## src/rtl/fwd_hazard_sb.sv

```systemverilog
// fwd_hazard_sb: operand forwarding selects, multi-cycle scoreboard and stall generation
module fwd_hazard_sb #(
  parameter int NUM_SRC = 3,
  parameter int NUM_STG = 2,
  parameter int MAX_LAT = 8,
  localparam int CW = $clog2(MAX_LAT + 1),
  localparam int FW = $clog2(NUM_STG + 2)
) (
  input  logic                  clk,
  input  logic                  rst,
  input  logic [5*NUM_SRC-1:0]  src_idx,
  input  logic [NUM_SRC-1:0]    src_used,
  input  logic [4:0]            id_rd,
  input  logic                  id_rd_valid,
  input  logic [5*NUM_STG-1:0]  stg_rd,
  input  logic [NUM_STG-1:0]    stg_regwrite,
  input  logic [NUM_STG-1:0]    stg_ready,
  input  logic                  mc_issue_valid,
  input  logic [4:0]            mc_issue_rd,
  input  logic [CW-1:0]         mc_issue_lat,
  input  logic                  mc_wb_valid,
  input  logic [4:0]            mc_wb_rd,
  input  logic                  flush,
  output logic [FW*NUM_SRC-1:0] fwd_sel,
  output logic                  stall,
  output logic [31:0]           busy,
  output logic                  sb_timeout,
  output logic [31:0]           stall_cnt
);
  logic [31:1]   pending;
  logic [CW-1:0] cnt [1:31];
  logic [31:0]   bsy;
  logic          ohz, waw, to;
  assign bsy  = {pending, 1'b0};
  assign busy = bsy;
  // per-operand select (youngest ready stage, then multi-cycle bus) and operand hazards
  always_comb begin
    logic [4:0]    s;
    logic [FW-1:0] sel;
    logic          rh, lu, wh, act;
    fwd_sel = '0;
    ohz = 1'b0;
    s = '0;
    sel = '0;
    rh = 1'b0;
    lu = 1'b0;
    wh = 1'b0;
    act = 1'b0;
    for (int i = 0; i < NUM_SRC; i++) begin
      s = src_idx[5*i +: 5];
      act = src_used[i] && s != 5'd0 && !rst;
      wh = mc_wb_valid && mc_wb_rd == s;
      sel = '0;
      rh = 1'b0;
      lu = 1'b0;
      for (int k = NUM_STG - 1; k >= 0; k--)
        if (stg_regwrite[k] && stg_rd[5*k +: 5] == s) begin
          lu = !stg_ready[k];
          if (stg_ready[k]) begin
            sel = FW'(k + 1);
            rh = 1'b1;
          end
        end
      if (!rh && wh) sel = FW'(NUM_STG + 1);
      fwd_sel[FW*i +: FW] = act ? sel : '0;
      ohz = ohz | (act && (lu || (bsy[s] && !wh)));
    end
  end
  assign waw   = id_rd_valid && id_rd != 5'd0 && bsy[id_rd] && !(mc_wb_valid && mc_wb_rd == id_rd);
  assign stall = (ohz | waw) & ~flush & ~rst;
  // a pending entry whose countdown is exhausted and that is not written back now has overrun
  always_comb begin
    to = 1'b0;
    for (int r = 1; r < 32; r++)
      to = to | (pending[r] && cnt[r] == '0 && !(mc_wb_valid && mc_wb_rd == 5'(r)));
  end
  // scoreboard entries (issue beats writeback), sticky overrun flag, saturating stall counter
  always_ff @(posedge clk or posedge rst)
    if (rst) begin
      pending <= '0;
      for (int r = 1; r < 32; r++) cnt[r] <= '0;
      sb_timeout <= 1'b0;
      stall_cnt <= '0;
    end else begin
      for (int r = 1; r < 32; r++)
        if (mc_issue_valid && mc_issue_rd == 5'(r)) begin
          pending[r] <= 1'b1;
          cnt[r] <= mc_issue_lat;
        end else if (mc_wb_valid && mc_wb_rd == 5'(r))
          pending[r] <= 1'b0;
        else if (pending[r] && cnt[r] != '0)
          cnt[r] <= cnt[r] - 1'b1;
      if (to) sb_timeout <= 1'b1;
      if (stall && ~&stall_cnt) stall_cnt <= stall_cnt + 32'd1;
    end
endmodule

```

## config.mk

```make
export PLATFORM = sky130hd
export DESIGN_NAME = fwd_hazard_sb
export DESIGN_NICKNAME = d
export VERILOG_FILES = /design/src/rtl/fwd_hazard_sb.sv
export SDC_FILE = /design/constraint.sdc
export NUM_CORES = 1
export LEC_CHECK = 0
export ABC_AREA = 1
export CORE_MARGIN = 1.5
export CORE_UTILIZATION = 25
export CTS_CLUSTER_DIAMETER = 80
export DETAILED_ROUTE_END_ITERATION = 8
export SYNTH_ARGS = -nofsm -noshare
export SYNTH_HDL_FRONTEND = slang
export SYNTH_SLANG_ARGS = --single-unit
```

## constraint.sdc

```tcl
create_clock -name clk -period 22.1 [get_ports clk]
set_input_delay 6.63 -clock clk [delete_from_list [all_inputs] [get_ports clk]]
set_output_delay 6.63 -clock clk [all_outputs]
set_load 0.005 [all_outputs]
```

* Word-level counts from Yosys, hierarchy flattened *
Cells that the tools add are included.

word-level totals
  flip-flop bits (word level) = 188
  input bits = 57
  output and inout bits = 72
  logic and storage cells = 824

operators by class
  $add $sub $neg = 32
  magnitude comparators = 4
  equal/unequal tests = 103
  mux-type cells = 195
  bitwise gates (word level) = 37
  reduce and logical (&&, ||, !) cells = 389

operators by type and width
  cell                     number
  $mux W4                  93
  $logic_and A1 B1 Y1      184
  $eq A5 B5 Y1 const B     32
  $logic_not A4 Y1         31
  $reduce_bool A2 Y1       62
  $reduce_bool A4 Y1       31
  $sub A4 B1 Y4 const B    31
  $mux W1                  82
  $eq A5 B4 Y1 const B     16
  $ne A2 B1 Y1 const B     31
  $reduce_and A2 Y1        31
  $eq A5 B5 Y1             10
  $logic_not A1 Y1         42
  $eq A5 B3 Y1 const B     8
  $or A1 B1 Y1             33
  $add A32 B1 Y32 const B  1
  $mux W2                  16
  $reduce_and A32 Y1       1
  $lt A5 B6 Y1 const B     4
  $bmux W1 S5              4
  $eq A5 B2 Y1 const B     4
  $reduce_bool A5 Y1       4
  $eq A5 B1 Y1 const B     2
  $logic_or A1 B1 Y1       3
  2 further kinds          4

* Depth between registers and ports, before layout *
  word-level depth = 34
  mapped depth = 16

* Least setup slack after synthesis *
Ideal clock, no wire load.

  path type = in2out
  start point = input port rst
  end point = output port stall
  arrival = 11889 ps
  slack = 3581 ps
  stages = 10
  path buffers = 1
  cells stage by stage = inv_1 > nand3_1 > nor2_1 > nand2_1 > nand3_1 > nor2_1 > nand3_2 > buf_2 > nand2_1 > inv_1

on the way
  longest elaborated chain between the ends = 8
  elaborated cells between the ends (all ways) = 13
  classes of those cells = 6 x bitwise; 7 x reduce/logical

RTL lines
  item                               RTL line  text
  start: declaration                 10        input logic rst,
  $logic_not A1 Y1 (no source line)  -
  $logic_and A1 B1 Y1                51        act = src_used[i] && s != 5'd0 && !rst;
  $logic_and A1 B1 Y1                66        ohz = ohz | (act && (lu || (bsy[s] && !wh)));
  $or A1 B1 Y1 (2 in series)         66
  $or A1 B1 Y1                       70        assign stall = (ohz | waw) & ~flush & ~rst;
  $and A1 B1 Y1                      70
  $and A1 B1 Y1 (*)                  70
  end: declaration                   25        output logic stall,

Mark *: on every way between the ends. The rest lies on a longest branch, timed or not.

* Worst setup path in the final report *
  start point = input port src_idx[10]
  end point = output port stall

on the way
  longest elaborated chain between the ends = 10
  elaborated cells between the ends (all ways) = 21
  classes of those cells = 3 x eq/ne; 4 x mux; 4 x bitwise; 10 x reduce/logical

RTL lines
  item                                                                 RTL line  text
  start: declaration                                                   11        input logic [5*NUM_SRC-1:0] src_idx,
  parallel branches: the longest is 5 deep, another holds $bmux W1 S5  -
  $logic_and A1 B1 Y1 (*)                                              66
  $or A1 B1 Y1 (*)                                                     66
  $or A1 B1 Y1 (*)                                                     70
  $and A1 B1 Y1 (*) (2 in series)                                      70

Mark *: on every way between the ends. The select of a mux whose other input is x is not followed.

==> impl_summary.txt <==
----------------------------------------------------
[Run status]
  Outcome ... complete, no violations

[Finish]
  Fraction of layout instances using a drive strength above 1 ... 0.0362
  Antenna Diode Count ... 0
  Leading cell type in the layout, fill and taps excluded ... nand2_1
  Net total in the final layout ... between 2000 and 2500
  Most frequent cells in the layout ... nand2_1 (574), inv_1 (281), o21ai_0 (201), dfrtp_1 (188), nor2_1 (177)
  Area growth from synthesis to final layout ... 18.6%

[Place]
  Pre-CTS setup slack ... ~5.7 ns
  Dpl hpwl ... about 36000 um
  Final GP Congestion ... 0.917
  # port buffers ... approximately 130

[Pwr]
  Max VDD drop ... 44.4 uV
  Switching power ... 704 uW
  Fraction of power consumed by the clock network ... 0.196
  Power Total ... 1630 uW
  Power density over the cells ... 101 nW/um^2
  Sequential share of power ... 0.352
  LEAKAGE ... 0.00762 uW
  Cell internal pwr ... roughly 900 uW
  Part of the power in combinational logic ... 0.452
  Sw Share ... 0.433

[Global route]
  Via count of the first global-routing pass ... 13463
  Global router's overall resource usage ... 0.173
  First-pass GRT wire length ... roughly 76000 um
  Number of antenna violations at the first check in global routing ... 0
  Leftover overflow at the end of global routing ... 0
  Pin count of the biggest net entering global routing ... 111

[Timing]
  Unrepaired setup endpoints after global routing ... no
  Minimum setup slack in the final design ... 5.61 ns
  Clock Skews ... 0.0175 ns
  Shortest clock period the worst path allows after layout ... approximately 16 ns
  Number of endpoints failing setup at the final stage ... 0
  Hold Violations, Final ... 0
  Count of pins over their slew limit ... 0
  Sum Neg Setup Slack ... 0 ns
  Peak Freq ... 0.0607 GHz
  Share of the clock period used by the worst path after layout ... 0.746
  Min Hold Slack ... 0.471 ns
  Actual slew at the worst max-slew pin ... about 1.1 ns
  Relative max-transition margin ... 0.258

[Clock network]
  Number of hold-repair buffers added at the cts stage ... 0
  Clock network latency to the later pin of the worst-skew pair ... 0.47 ns
  Maximum clock insertion buffer count ... 2
  Total setup buffers inserted after CTS ... 0
  Buffer type at the clock tree root ... clkbuf_16
  TritonCTS clock tree ... built
  Maximum level of the CTS H-tree ... 4
  Number of cells upsized or downsized after cts ... 0
  Clock-pin slew on the worst setup and hold paths ... 0.08 ns
  Number of clock buffers inserted by TritonCTS ... 17
  # clock sinks ... 188

[Setup path]
  Required time at the worst-slack endpoint ... 15.47 ns
  Arrival time of data at the critical path endpoint ... 9.86 ns
  Maximum fanout count along the critical path ... 34
  Worst Path Class, Setup ... input port to output port
  Total number of cells along the worst setup path ... 15
  Kind of end point of the critical path ... output port
  Critical Path End ... stall
  Worst setup path startpoint ... src_idx[10]
  Element type at the critical path start ... input port
  Delay of the slowest cell on the worst path ... 1.01 ns
  End of the worst register-to-register path ... stall_cnt[19]$_DFFE_PP0P_
  Cells along the critical path ... clkdlybuf4s50_1 > inv_2 > o22ai_1 > nor2_1 > nand3_1 > nand2_1 > inv_1 > nand2_1 > nor2_1 > nor2_1 > nand3_2 > buf_4 > nand2_1 > inv_1 > clkdlybuf4s50_1
  Family of cells with the greatest summed delay on the critical path ... buffers and inverters
  Reg-to-reg setup timing slack ... 19.25 ns
  Length in cells of the worst reg-to-reg path ... 12
  Worst r2r src ... stall_cnt[1]$_DFFE_PP0P_
  Number of buffers and inverters on the critical path ... 6
  Standard cell with the maximum stage delay on the critical path ... clkdlybuf4s50_1

[Detailed routing]
  Detailed-route DRC error count ... 0
  Drt first-iter violations ... 1462
  Detailed-route wire length ... slightly below 50000 um
  Wire per inst ... ~17 um
  DR vias/cell ... approximately 5
  DR vias ... 14246
  Count of nets left with antenna violations after detail routing ... 0
  Number of detailed-routing iterations run before antenna repair ... 6

[Floorplan]
  Initial standard-cell utilization of the core ... 0.253
  Area enclosed by the die boundary ... around 56000 um^2
  Die width ... approximately 240 um
  Vertical die dimension ... 236 um
  Number of ports placed on the die boundary ... 129
  Rows ... 85
  CORE AREA ... roughly 54000 um^2

[Synth]
  Dominant register cell in the synthesized netlist ... dfrtp_1
  Post-Synthesis Net Count ... 2135
  Warnings, synthesis ... 0
  Cell count after synthesis ... between 2000 and 2500
  Cell Area, Synth ... approximately 14000 um^2
  Average instance area after synthesis ... 6.68 um^2
  Number of synthesized flops with an enable pin ... 0
  Asr flop ratio synth ... 1.00
  Flops & latches, synth ... 188
  Distinct cells, synth ... 44
  Seq/Total Area, Yosys ... 0.345

[Min path]
  Worst hold start ... cnt[44]$_DFFE_PP0P_
  HP Class ... register to register

[Run]
  Max cap viols ... 0

----------------------------------------------------
## stage by stage
step / std cells / utilization / area [um^2]
2_1_floorplan: 2041 / - / 13600
3_3_place_gp: 2821 / 0.289 / 15600
3_5_place_dp: 2821 / 0.289 / 15600
4_1_cts: 2852 / 0.300 / 16200
5_1_grt: 2852 / 0.300 / 16200
6_report: 2852 / 0.300 / 16200
## how the worst min path moves through the flow
stage | end | slack, ns | cells after the start
final | cnt[44]$_DFFE_PP0P_ | 0.47 | 1
after global routing | cnt[44]$_DFFE_PP0P_ | 0.48 | 1
after floorplan | cnt[44]$_DFFE_PP0P_ | 0.44 | 1
after CTS | cnt[44]$_DFFE_PP0P_ | 0.48 | 1
after global placement | cnt[44]$_DFFE_PP0P_ | 0.46 | 1
after detailed placement | cnt[44]$_DFFE_PP0P_ | 0.46 | 1
## flip-flops by register name, summed over array words and instances (netlist names)
register / count
cnt: 124
stall_cnt: 32
pending: 31
sb_timeout: 1
## cells in the mapped netlist (all sizes together), types with 5 or more instances
master / number / area share
ha: 37 / 0.034
o221ai: 18 / 0.012
o22ai: 19 / 0.0087
o211ai: 15 / 0.0083
buf: 31 / 0.014
or2: 5 / 0.0023
nand4: 56 / 0.026
clkbuf: 19 / 0.0052
o21ai: 207 / 0.076
xor2: 47 / 0.030
nor4: 10 / 0.0046
dfrtp: 188 / 0.35
xnor2: 28 / 0.018
inv: 297 / 0.082
o221a: 6 / 0.0050
a31oi: 11 / 0.0050
nand2: 576 / 0.16
nor2: 180 / 0.050
nor3: 40 / 0.015
nand3: 177 / 0.067
o21a: 6 / 0.0033
a21oi: 43 / 0.016
## cells by family (layout without fill, tap and decap cells)
family	count (synthesis)	after routing	synth area share
other cells	1	1	0.000275
xor+xnor	75	75	0.0482
flops	188	188	0.345
fa+ha+maj	37	37	0.0340
simple gates	1046	1046	0.326
buf+inv	351	466	0.102
compound gates	343	343	0.145
## power groups by stage
stage	clock [uW]	sequential [uW]	combinational, uW
after floorplan	0	539	543
after global placement	0	573	699
after detailed placement	0	577	728
after CTS	328	571	734
after global routing	340	587	849
final	319	573	736
## area by class of cell
cell class	count	area [um^2]
Sequential cell	188	4700
Inverter	301	1140
Fill cell	5861	37600
Timing Repair Buffer	134	1320
Multi-Input combinational cell	1502	7530
Clock inverter	14	170
Tap cell	696	871
Clock buffer	17	425
## metal layers
metal | global-route usage | routed length [um] | vias to the layer above
met5 | 0 | 0 | -
met1 | 0.247 | 22600 | 6743
met2 | 0.267 | 21200 | 555
met4 | 0.0517 | 1040 | 0
li1 | - | - | 6877
met3 | 0.0289 | 3640 | 71
Power figures use the tool's default switching activity.
